[src/rtl/sprite_pkg.sv]
// sprite_pkg: shared index width, palette colours, transparency index and writer FSM states
package sprite_pkg;
   localparam int IDX_W = 2;
   localparam logic [23:0] PAL_BLACK = 24'h000000;
   localparam logic [23:0] PAL_WHITE = 24'hFFFFFF;
   localparam logic [IDX_W-1:0] IDX_TRANSPARENT = 2'd2;
   typedef enum logic [1:0] {IDLE, LOAD, DONE} state_t;
   function automatic logic [23:0] pal_rgb(input logic [IDX_W-1:0] idx);
      return (idx == 2'd1) ? PAL_WHITE : PAL_BLACK;
   endfunction
endpackage

[src/rtl/sprite_ram_writer_if.sv]
// sprite_ram_writer_if: valid/ready pixel stream from the sprite loader into the writer
interface sprite_ram_writer_if;
   logic pix_valid;
   logic [23:0] pix_rgb;
   logic pix_ready;
   modport master(output pix_valid, pix_rgb, input pix_ready);
   modport slave(input pix_valid, pix_rgb, output pix_ready);
endinterface

[src/rtl/sprite_color_encoder.sv]
// sprite_color_encoder: RGB -> palette index plus hit flag; chroma key honoured when SPRITE_WR_CHROMA_EN is defined
module sprite_color_encoder
   import sprite_pkg::*;
#(
   parameter logic [23:0] KEY_RGB = 24'hFF00FF
) (
   input  logic [23:0]      rgb,
   output logic [IDX_W-1:0] idx,
   output logic             hit
);
`ifdef SPRITE_WR_CHROMA_EN
   localparam bit CHROMA = 1'b1;
`else
   localparam bit CHROMA = 1'b0;
`endif
   logic is_key;
   assign is_key = CHROMA && (rgb == KEY_RGB);
   assign idx = (rgb == PAL_WHITE) ? 2'd1 : is_key ? IDX_TRANSPARENT : 2'd0;
   assign hit = (rgb == PAL_BLACK) || (rgb == PAL_WHITE) || is_key;
endmodule

[src/rtl/sprite_ram_writer.sv]
// sprite_ram_writer: streams RGB pixels into palette-indexed sprite RAM with a registered RGB read port; SPRITE_WR_CHROMA_EN enables chroma-key transparency
module sprite_ram_writer
   import sprite_pkg::*;
#(
   parameter int          DEPTH   = 256,
   parameter int          ADDR_W  = 19,
   parameter logic [23:0] KEY_RGB = 24'hFF00FF
) (
   input  logic              Clk,
   input  logic              Reset_n,
   input  logic              start,
   input  logic [ADDR_W-1:0] base_addr,
   input  logic [8:0]        length,
   sprite_ram_writer_if.slave pix,
   output logic              busy,
   output logic              done,
   output logic              err_unmapped,
   output logic [8:0]        words_written,
   input  logic [ADDR_W-1:0] read_address,
   output logic [23:0]       data_Out,
   output logic              data_Transparent
);
   localparam int AW = $clog2(DEPTH);
   localparam logic [1:0] ST_IDLE = IDLE;
   localparam logic [1:0] ST_LOAD = LOAD;
   localparam logic [1:0] ST_DONE = DONE;
   logic [1:0] state, nxt;
   logic [AW-1:0] cursor;
   logic [8:0] len;
   logic [IDX_W-1:0] enc_idx, rd_idx;
   logic enc_hit, accept, last;
   logic [IDX_W-1:0] mem [DEPTH];
   sprite_color_encoder #(.KEY_RGB(KEY_RGB)) u_enc (.rgb(pix.pix_rgb), .idx(enc_idx), .hit(enc_hit));
   assign accept = pix.pix_valid && pix.pix_ready;
   assign last = accept && (words_written + 9'd1 == len);
   assign busy = (state == ST_LOAD);
   assign done = (state == ST_DONE);
   assign rd_idx = mem[AW'(read_address % ADDR_W'(DEPTH))];
   // next state: zero-length loads skip straight to DONE
   always_comb
      nxt = (state == ST_IDLE) ? (start ? ((length != 9'd0) ? ST_LOAD : ST_DONE) : ST_IDLE) :
            (state == ST_LOAD) ? (last ? ST_DONE : ST_LOAD) : ST_IDLE;
   // FSM, write cursor, pixel counter and sticky unmapped flag
   always_ff @(posedge Clk or negedge Reset_n)
      if (!Reset_n) begin
         state <= ST_IDLE;
         pix.pix_ready <= 1'b0;
         cursor <= '0;
         len <= '0;
         words_written <= '0;
         err_unmapped <= 1'b0;
      end else begin
         state <= nxt;
         pix.pix_ready <= (nxt == ST_LOAD);
         if (state == ST_IDLE && start) begin
            cursor <= AW'(base_addr % ADDR_W'(DEPTH));
            len <= length;
            words_written <= '0;
            err_unmapped <= 1'b0;
         end else if (accept) begin
            cursor <= (cursor == AW'(DEPTH - 1)) ? '0 : cursor + 1'b1;
            words_written <= words_written + 9'd1;
            if (!enc_hit) err_unmapped <= 1'b1;
         end
      end
   // sprite RAM write port; contents deliberately survive reset
   always_ff @(posedge Clk)
      if (accept) mem[cursor] <= enc_idx;
   // palette lookup register; a same-address write lands after this read, so old data is returned
   always_ff @(posedge Clk or negedge Reset_n)
      if (!Reset_n) data_Out <= '0;
      else data_Out <= pal_rgb(rd_idx);
`ifdef SPRITE_WR_CHROMA_EN
   // transparency flag travels alongside the colour with the same latency
   always_ff @(posedge Clk or negedge Reset_n)
      if (!Reset_n) data_Transparent <= 1'b0;
      else data_Transparent <= (rd_idx == IDX_TRANSPARENT);
`else
   assign data_Transparent = 1'b0;
`endif
endmodule

[src/flat_wrapper.sv]
// flat-port wrapper written by rule: the top's interface ports become plain ports
module sprite_ram_writer_flat import sprite_pkg::*;
#(
   parameter int          DEPTH   = 256,
   parameter int          ADDR_W  = 19,
   parameter logic [23:0] KEY_RGB = 24'hFF00FF
)
  (Clk, Reset_n, start, base_addr, length, busy, done, err_unmapped, words_written, read_address, data_Out, data_Transparent, pix_pix_valid, pix_pix_rgb, pix_pix_ready);
  sprite_ram_writer_if pix_i ();
  input  logic Clk;
  input  logic Reset_n;
  input  logic start;
  input  logic [ADDR_W-1:0] base_addr;
  input  logic [8:0] length;
  output logic busy;
  output logic done;
  output logic err_unmapped;
  output logic [8:0] words_written;
  input  logic [ADDR_W-1:0] read_address;
  output logic [23:0] data_Out;
  output logic data_Transparent;
  input wire logic [$bits(pix_i.pix_valid)-1:0] pix_pix_valid;
  input wire logic [$bits(pix_i.pix_rgb)-1:0] pix_pix_rgb;
  output wire logic [$bits(pix_i.pix_ready)-1:0] pix_pix_ready;
  assign pix_i.pix_valid = pix_pix_valid;
  assign pix_i.pix_rgb = pix_pix_rgb;
  assign pix_pix_ready = pix_i.pix_ready;
  sprite_ram_writer #(.DEPTH(DEPTH), .ADDR_W(ADDR_W), .KEY_RGB(KEY_RGB)) u_core (.Clk(Clk), .Reset_n(Reset_n), .start(start), .base_addr(base_addr), .length(length), .pix(pix_i), .busy(busy), .done(done), .err_unmapped(err_unmapped), .words_written(words_written), .read_address(read_address), .data_Out(data_Out), .data_Transparent(data_Transparent));
endmodule
[config.mk]
export PLATFORM = sky130hd
export DESIGN_NAME = sprite_ram_writer_flat
export DESIGN_NICKNAME = d
export VERILOG_FILES = /design/src/rtl/sprite_pkg.sv /design/src/rtl/sprite_ram_writer_if.sv /design/src/rtl/sprite_color_encoder.sv /design/src/rtl/sprite_ram_writer.sv /design/src/flat_wrapper.sv
export SDC_FILE = /design/constraint.sdc
export NUM_CORES = 1
export LEC_CHECK = 0
export CAP_MARGIN = 30
export CORE_MARGIN = 3
export CORE_UTILIZATION = 60
export DETAILED_ROUTE_END_ITERATION = 12
export HOLD_SLACK_MARGIN = 0.03
export PLACE_DENSITY = 0.8
export SLEW_MARGIN = 5
export SYNTH_ARGS = -nofsm -noshare
export SYNTH_HDL_FRONTEND = slang
export SYNTH_HIERARCHICAL = 1
export SYNTH_SLANG_ARGS = --single-unit
[constraint.sdc]
create_clock -name Clk -period 2.4 [get_ports Clk]
set_input_delay 0.48 -clock Clk [delete_from_list [all_inputs] [get_ports Clk]]
set_output_delay 0.48 -clock Clk [all_outputs]
set_load 0.05 [all_outputs]
; Word-level counts from Yosys, hierarchy flattened
; Memory sizes are Yosys's and may differ from the RTL's.
; Index checks and enable logic that the tools add are counted.
[word_totals]
register_bits = 54
ram_bits = 256
in_bits = 75
out_inout_bits = 38
word_cells = 44
memories = 1
[classes]
addsub = 2
eq_ne = 8
mux = 17
n_reduce_logical = 9
[memory_table]
columns = memory, depth, width, read_ports, rd_ports_with_merged_regs, wr, line
row1 = u_core.mem, 256, 1, 1, 0, 1, sprite_ram_writer.sv:32  ; logic [IDX_W-1:0] mem [DEPTH];
[ops]
columns = op, n
row1 = $eq A24 B24 Y1 const B, 1
row2 = $logic_not A24 Y1, 1
row3 = $mux W24, 1
row4 = $mux W8, 3
row5 = $mux W9, 2
row6 = $mux W2, 5
row7 = $add A9 B1 Y9 const B, 1
row8 = $eq A9 B9 Y1, 1
row9 = $reduce_bool A9 Y1, 1
row10 = $add A8 B1 Y8 const B, 1
row11 = $eq A8 B8 Y1 const B, 1
row12 = $eq A2 B1 Y1 const B, 3
row13 = $mux W1, 6
row14 = $logic_and A1 B1 Y1, 3
row15 = $eq A2 B2 Y1 const B, 1
row16 = $logic_not A2 Y1, 1
row17 = $ne A2 B2 Y1 const B, 1
row18 = $reduce_and A2 Y1, 1
row19 = $reduce_bool A2 Y1, 1
row20 = $logic_or A1 B1 Y1, 1

; Longest topological paths before layout
; Gate-level depths: netlist of the first run.
[logic_depth]
depth_word = 7
ltp_mapped = 11
depth_no_buf = 7

; Cells and area by module
; The synthesis of the first run kept the hierarchy.
[modules_own_cells]
columns = module, instances, cells_each, area_each_um2, seq_area_each_um2
row1 = sprite_ram_writer, 1, 1607, 21881.0, 16150.5
row2 = sprite_color_encoder, 1, 19, 121.4, 0.0

; Least setup slack after synthesis of the first run
; Ideal clock, no wire load.
[synth_path]
path_kind = input to register
startpoint = input pix_pix_rgb[23]
endpoint = memory u_core/mem[0][0] (netlist bit), data pin
setup_time_ns = 1.277
t_arrival_ns = 6.563
t_required_ns = 1.123
setup_slack_ns = -5.440
path_stages = 3
path_buffers = 0
path_cell_list = nand4_1 -> or4_1 -> nor3_2
[synth_via]
elab_chain_len = 2
[synth_lines]
columns = item, line
row1 = from (decl), flat_wrapper.sv:23  ; input wire logic [$bits(pix_i.pix_rgb)-1:0] pix_pix_rgb;
row2 = $eq A24 B24 Y1, sprite_color_encoder.sv:18  ; assign idx = (rgb == PAL_WHITE) ? 2'd1 : is_key ? IDX_TRANSPARENT : 2'd0;
row3 = $mux W1, sprite_color_encoder.sv:18
row4 = via u_core.enc_idx[0], sprite_ram_writer.sv:30  ; logic [IDX_W-1:0] enc_idx, rd_idx;
row5 = to (decl), sprite_ram_writer.sv:32
; The timed path passes the listed nets, and every way through them passes these cells.

; Final worst setup path of the first run
[layout_path]
startpoint = register u_core.words_written[7]
endpoint = output words_written[7]
[layout_rtl]
columns = item, line
row1 = from (decl), sprite_ram_writer.sv:18  ; output logic [8:0] words_written,
row2 = from (signal assigned), sprite_ram_writer.sv:62  ; words_written <= words_written + 9'd1;
row3 = to (decl), flat_wrapper.sv:18  ; output logic [8:0] words_written;
; No word-level cell between the ends.

==> flow_summary.yaml, run 1 <==
sta:
  hold_viol_final: 0
  drv_slew: 0
  max_freq_mhz: 432
  fin_crit_sh_pct: 96.5
  finClkSkew_ps: 11.2
  fin_crit_ps: 2320
  setup_tns_ps: 0
  slew_headroom_pct: 51.0
  worstMarginPinSlew_ps: 736
  setup_violations: 0
  grt_setup_unrepaired: "no"
setup_path:
  cp_top_family: "buffers and inverters"
  cp.arrival_ps: 1840
  start_kind: "flip-flop"
  crit_required_ps: 1920
  path_buf_inv: 1
  path_cells: "clkdlybuf4s50_1"
  slowest_delay_ps: 830
  crit_fanout: 5
  crit_slowest_cell: "clkdlybuf4s50_1"
  endpoint_kind: "output pin"
  critical_path_class: "flip-flop to output pin"
placed_design:
  place.gp.congestion: 0.920
  hpwl_um: 31400
  portBuffers: 89
cells_and_area:
  register_area_um2: 16200
  area_delta_synth_final_pct: 15.5
  most-common-layout-cells: "edfxtp_1 (512), nor2_1 (283), nand2_1 (170)"
  final_core_util_pct: 70.9
  drive_above_1_share_pct: 13.2
  nNetsFinal: 1844
  final_common_cell: "edfxtp_1"
  multiInputGateArea_um2: 4980
  num-fill-cells: 2289
grt:
  grt_use_total_pct: 26.5
  grt_pass1_wl_um: 78000
  overflow: 0
  grt_max_degree: 257
  antenna_found_initial: 2
  grt_pass1_vias: 14000
cts:
  cts_tree: "built"
  htreeDepth: 2
  cts_sinks: 543
  postCtsSetupBuffers: 0
  postCtsHoldBufs: 0
  cts_root_buf: "clkbuf_16"
  cts-buffers-inserted: 52
  clkTransAtPathRegs_ps: 60
  worstSkewPairLatency_ps: 580
  cts.path.max_buffers: 3
synth:
  netlist_instances: 1626
  synthArstFlopShare_pct: 5.71
  synth-edff-count: 512
  synth.ff_latch_count: 543
  synth_area_um2: 22000
  yosysWarnings: 6
  syn_nets: 1706
  ys_types: 60
  avgSynthCellArea_um2: 13.5
  seq_area_frac_synth_pct: 73.4
  synthFlopType: "edfxtp_1"
floorplan:
  start_util_pct: 61.4
  rows: 69
  die_y_um: 197
  die_w_um: 197
  core_area_um2: 35800
  die_area_um2: 39000
  ios: 113
drt:
  drt-initial-drc-count: 1582
  vias_per_cell: 6.19
  avgRoutedWirePerCell_um: 22.7
  drtAntennaViolNets: 0
  drt-total-wl_um: 51500
  first_pass_iters: 5
  vias: 14000
  drcViolationCount: 0
pwr:
  power_leakage_nw: 8.49
  peakVddDrop_v: 0.000740
  power_density_nw_per_um2: 863
run:
  maxCapViolCount: 0
run_status:
  status: "finished, final reports clean"
worst_hold_path:
  min_path_type: "primary input to asynchronous set/reset pin"
==> through the flow <==
stage                     hold WS (ps)  cells  setup WS, ps  total power, mW  area, um2
after global routing               356   2267          13.5             22.7      25400
after global placement             486   2171         -76.6             14.3      23800
after detailed placement           490   2171          -254             14.4      23800
final                              316   2268          83.5             21.9      25400
after floorplan                    184   1626         -2910             13.1      22000
after CTS                          305   2267          3.13             22.0      25400
==> cells by family after synthesis <==
kind of cell	share of synthesized area (%)
buffers and inverters	4.05
AOI/OAI and AO/OA	8.02
and+or+nand+nor	12.4
other	0.0341
xor gates and xnor gates	0.995
DFF	73.4
muxes	0.762
adders and majority gates	0.284
==> timing repair <==
item / in CTS / in global routing
cloned: 0 / 0
setup endpoints to repair: 4 / 5
gates resized for setup: 4 / 5
==> worst paths after layout <==
kind	start	endpoint	slack, ps	cells past startpoint
worst max-delay path	u_core/words_written[7]	words_written[7]	80	1
worst min-delay path	Reset_n	u_core/len[8]	320	2
worst max register to register	u_core/cursor[0]	u_core/mem[14][0]	240	6
worst min register to register	u_core/err_unmapped	u_core/err_unmapped	500	2
max in group asynchronous	Reset_n	u_core/words_written[1]	1770	2
min in group Clk	base_addr[5]	u_core/cursor[5]	450	3
==> state kept, by name, summed over array words and instances, names as in the netlist <==
register and flops:
u_core/mem 512, u_core/data_Out 1, u_core/cursor 8, u_core/words_written 9, u_core/len 9, u_core/pix.pix_ready 1, u_core/state 2, u_core/err_unmapped 1
==> power by group <==
group	internal [mW]	total (mW)	switching [mW]
Combinational	1.13	3.44	2.31
Clock	4.35	7.66	3.31
Sequential	10.6	10.8	0.257
==> layout make-up <==
class                   instances  area share [%]
flip-flops and latches        543            63.6
multi-input cells             890            19.6
repair buffers                198            7.07
clock buffers                  59            5.31
well taps                     461            2.27
inverters                      79            1.17
clock inverters                37            1.00
diodes                          1         0.00985
==> cell usage after synthesis, types with 6 or more instances <==
cell type  instances  area, um2
inv_1             78        293
nand2_1          170        638
o32ai_1           60        526
nor3b_1            9       67.6
nor2b_1           21        131
o21ai_0           26        130
nand2b_1          51        319
o32a_1             9       90.1
nand3_1           28        140
clkbuf_1          53        199
o22ai_1           16        100
o2111ai_1          6       52.6
o221ai_1          47        412
xnor2_1           17        149
o211ai_1           7       52.6
a21oi_1           14       70.1
dfrtp_1           31        776
buf_2             25        125
nor4_1             9       56.3
edfxtp_1         512      15400
mux2_2            10        113
nor2_1           283       1060
nor3_1             8       40.0
nand4_1           18        113
xor2_1             8       70.1
or2_2              8       50.1
buf_4             30        225
==> metal layers <==
| metal | track usage [%] | part of all wire, % |
|---|---|---|
| met5 | 0 | 0.056 |
| met4 | 10.6 | 3.8 |
| met3 | 5.20 | 9.9 |
| met2 | 44.8 | 49 |
| met1 | 34.3 | 37 |
Power figures use the tool's default switching activity.
==> run 2: changes to the inputs <==
Settings changed: CORE_UTILIZATION 60 to 53, HOLD_SLACK_MARGIN 0.03 to 0.15, PLACE_DENSITY 0.8 to 0.72.
==> flow_summary.yaml, run 2 (same netlist as run 1, synthesis figures left out) <==
pwr:
  sequentialPowerShare_pct: 48.4
  internal-power_mw: 16.5
  sw_frac_of_total_pct: 26.4
  power_density_nw_per_um2: 858
  p_total_mw: 22.4
  clkPwrFrac_pct: 35.7
  p_sw_mw: 5.90
  combPwrFrac_pct: 15.9
  power_leakage_nw: 8.80
  peakVddDrop_v: 0.000675
drt:
  avgRoutedWirePerCell_um: 21.3
  wl_met1_um: 19600
  drtAntennaViolNets: 0
  vias_per_cell: 5.82
  highest_layer: "met4"
  drcViolationCount: 0
  dr_wl_met2_um: 25400
  drt-initial-drc-count: 1468
  met3WireLength_um: 4320
  first_pass_iters: 5
  vias: 13800
  drt-total-wl_um: 50700
placed_design:
  hpwl_um: 32100
  place.gp.congestion: 0.820
  portBuffers: 89
  dp.cells: 2284
cells_and_area:
  area_delta_synth_final_pct: 18.6
  most-common-layout-cells: "edfxtp_1 (512), nor2_1 (283), nand2_1 (170)"
  final_common_cell: "edfxtp_1"
  drive_above_1_share_pct: 14.8
  final_core_util_pct: 63.7
  largest_reg_flops: 512
  register_area_um2: 16200
  reg.largest.list: "u_core/mem: 512 flops, u_core/len: 9 flops, u_core/words_written: 9 flops"
  nNetsFinal: 1886
  antenna_cells: 0
  multiInputGateArea_um2: 4980
  layoutNonFillerInstCount: 2380
  regMostFlops: "u_core/mem"
  num-fill-cells: 3010
cts:
  cts_root_buf: "clkbuf_16"
  postCtsHoldBufs: 0
  postCtsSetupBuffers: 0
  cts_tree: "built"
  htreeDepth: 2
  worstSkewPairLatency_ps: 580
  cts_sinks: 543
  cts-buffers-inserted: 52
  cts.path.max_buffers: 3
  clkTransAtPathRegs_ps: 60
grt:
  overflow: 0
  grt_pass1_vias: 13800
  grt_max_degree: 257
  grt_use_total_pct: 23.1
  antenna_found_initial: 0
  grt_pass1_wl_um: 78200
setup_path:
  path_cells: "nor2b_1 -> dlygate4sd2_1"
  worst-r2r-setup-slack_ps: 250
  start_kind: "flip-flop"
  r2r-end: "u_core/pix.pix_ready"
  worstSetupStartpoint: "u_core/state[0]"
  crit_required_ps: 1920
  crit_slowest_cell: "dlygate4sd2_1"
  endpoint_kind: "output pin"
  cp.arrival_ps: 1840
  worst-path-stages: 2
  path_buf_inv: 1
  critPathCapture: "busy"
  r2r-start: "u_core/words_written[0]"
  crit_fanout: 4
  cp_top_family: "buffers and inverters"
  slowest_delay_ps: 570
  reg2regPathDepth: 7
  critical_path_class: "flip-flop to output pin"
worst_hold_path:
  min_path_type: "primary input to asynchronous set/reset pin"
floorplan:
  die_y_um: 210
  rows: 74
  die_w_um: 210
  core_area_um2: 40900
  ios: 113
  die_area_um2: 44000
  start_util_pct: 53.8
sta:
  slew_headroom_pct: 51.9
  setup_tns_ps: 0
  grt_setup_unrepaired: "no"
  finClkSkew_ps: 25.8
  fin_crit_sh_pct: 96.7
  hold_viol_final: 0
  finalHoldWorstSlack_ps: 322
  max_freq_mhz: 431
  setup_violations: 0
  fin_crit_ps: 2320
  drv_slew: 0
  worstMarginPinSlew_ps: 722
run:
  maxCapViolCount: 0
run_status:
  status: "finished, final reports clean"
==> run 2: power groups by stage <==
stage	combinational [mW]	sequential (mW)	clock, mW
after detailed placement	3.51	11.0	0
after CTS	3.53	10.8	8.09
after global routing	3.79	10.9	8.48
final	3.56	10.8	7.98
after global placement	3.46	11.0	0
after floorplan	1.94	11.1	0
==> run 2: how the worst min path moves through the flow <==
stage	endpoint	slack, ps	depth (start not counted)
final	u_core/len[8]	320	2
after global routing	u_core/len[8]	340	2
after CTS	u_core/words_written[7]	310	2
after detailed placement	u_core/err_unmapped	510	2
after global placement	u_core/err_unmapped	500	2
after floorplan	u_core/cursor[0]	180	0
==> run 2: layout make-up <==
class	count	area share (%)
clock buffers	67	5.24
well taps	532	2.55
clock inverters	29	1.14
repair buffers	240	8.93
flip-flops and latches	543	61.9
multi-input cells	890	19.1
inverters	79	1.14
==> run 2: per-layer routing <==
| layer | up-vias | track usage [%] |
|---|---|---|
| li1 | 6326 | - |
| met1 | 6844 | 31.2 |
| met2 | 577 | 39.2 |
| met3 | 96 | 3.87 |
| met4 | 0 | 6.84 |
| met5 | - | 0 |
==> run 2: repair_timing <==
action,CTS,global route
endpoints found under the setup margin,3,5
endpoints found under the hold margin,0,0
resized for setup,3,5
==> run 2: per-stage QoR <==
step                      setup WS (ps)  instance area [um2]
after floorplan                   -2910                22000
after global placement            -53.7                24400
after detailed placement          -84.0                24400
after CTS                          10.7                26100
after global routing               9.42                26100
final                              79.4                26100
==> run 3: changes to the inputs <==
Settings changed: DONT_BUFFER_PORTS from default to 1, PLACE_DENSITY 0.72 to 0.68.
==> flow_summary.yaml, run 3 (same netlist as run 1, synthesis figures left out) <==
setup_path:
  crit_slowest_cell: "dfrtp_4"
  crit_fanout: 12
  path_buf_inv: 1
  slowest_delay_ps: 670
  cp.arrival_ps: 1840
  critical_path_class: "flip-flop to output pin"
  start_kind: "flip-flop"
  cp_top_family: "flip-flops"
  crit_required_ps: 1920
  path_cells: "buf_16"
  endpoint_kind: "output pin"
cells_and_area:
  num-fill-cells: 3128
  largest_reg_flops: 512
  regMostFlops: "u_core/mem"
  antenna_cells: 0
  drive_above_1_share_pct: 9.61
  nNetsFinal: 1745
  final_area_um2: 24600
  most-common-layout-cells: "edfxtp_1 (512), nor2_1 (283), nand2_1 (170)"
  final_common_cell: "edfxtp_1"
  register_area_um2: 16200
  multiInputGateArea_um2: 4980
  area_delta_synth_final_pct: 11.9
  reg.largest.list: "u_core/mem: 512 flops, u_core/len: 9 flops, u_core/words_written: 9 flops"
drt:
  drt-initial-drc-count: 1434
  drtAntennaViolNets: 0
  avgRoutedWirePerCell_um: 22.1
  vias_per_cell: 5.94
  drt-total-wl_um: 49500
  vias: 13300
  drcViolationCount: 0
  first_pass_iters: 5
floorplan:
  ios: 113
  die_w_um: 210
  rows: 74
  core_area_um2: 40900
  start_util_pct: 53.8
  die_y_um: 210
  die_area_um2: 44000
worst_hold_path:
  min_path_type: "primary input to flip-flop"
grt:
  overflow: 0
  grt_use_total_pct: 22.5
  grt_pass1_wl_um: 75500
  grt_max_degree: 257
  grt_pass1_vias: 13200
  antenna_found_initial: 0
sta:
  setup_violations: 0
  fin_crit_ps: 2320
  finClkSkew_ps: 17.2
  finalHoldWorstSlack_ps: 177
  max_freq_mhz: 430
  drv_slew: 0
  grt_setup_unrepaired: "no"
  fin_crit_sh_pct: 96.9
  hold_viol_final: 0
  worstMarginPinSlew_ps: 764
  slew_headroom_pct: 49.0
pwr:
  peakVddDrop_v: 0.000846
  power_leakage_nw: 7.94
  power_density_nw_per_um2: 876
placed_design:
  portBuffers: 0
  hpwl_um: 29100
  place.gp.congestion: 0.817
  place_area_um2: 22800
cts:
  cts_sinks: 543
  clkTransAtPathRegs_ps: 60
  cts-buffers-inserted: 53
  cts_tree: "built"
  cts_root_buf: "clkbuf_16"
  postCtsSetupBuffers: 0
  cts.path.max_buffers: 3
  worstSkewPairLatency_ps: 590
  htreeDepth: 2
run_status:
  status: "finished, final reports clean"
run:
  maxCapViolCount: 0
[run 3: changes by cell type in the layout (fill, tap and decap cells not counted), sizes merged]
cell	delta
clkinvlp	-1
clkinv	-8
buf	-100
clkbuf	+15
dlymetal6s2s	-5
dlygate4sd2	-3
dlygate4sd3	+20
bufinv	-5
clkdlybuf4s50	-54
[run 3: timing repair]
action	CTS	global route
hold endpoints to repair	50	0
setup endpoints to repair	0	12
resized for setup	0	1
hold buffers	21	0
[run 3: metal layers]
metal	track usage [%]	share of wire, %
met1	31.3	40
met2	36.1	48
met3	4.99	9.4
met4	6.26	2.5
met5	0	0
[run 3: layout make-up]
class	instances	share of cell area, %
well taps	532	2.70
inverters	79	1.20
flip-flops and latches	543	65.6
repair buffers	98	3.81
multi-input cells	890	20.2
clock buffers	82	6.05
clock inverters	15	0.366
[run 3: report_power, final]
part           internal, mW  switching, mW  leakage, nW
clock                  4.34           3.30        0.759
sequential             10.6          0.275         5.01
combinational         0.937           2.11         2.17
total                  15.9           5.69         7.94
[run 3: final timing paths]
check,slack [ps],cells past startpoint,startpoint,endpoint
max,80,1,u_core/data_Out[22],data_Out[0]
min,180,3,length[7],u_core/state[1]
max reg2reg,130,4,u_core/cursor[0],u_core/mem[115][1]
min reg2reg,530,1,u_core/len[6],u_core/len[6]
max in group asynchronous,1850,2,Reset_n,u_core/data_Out[22]
min in group asynchronous,340,2,Reset_n,u_core/len[7]
[run 3: metrics by stage]
| stage | util [%] | TNS (ps) | cells | power [mW] | setup slack [ps] |
|---|---|---|---|---|---|
| 3_3_place_gp | 55.7 | 0 | 2121 | 13.9 | 211 |
| 2_1_floorplan | - | -748180 | 1626 | 13.1 | -2910 |
| 6_report | 60.1 | 0 | 2239 | 21.6 | 75.2 |
| 3_5_place_dp | 55.7 | 0 | 2121 | 14.0 | 159 |
| 4_1_cts | 60.1 | 0 | 2239 | 21.6 | 6.40 |
| 5_1_grt | 60.1 | 0 | 2239 | 22.3 | 11.2 |
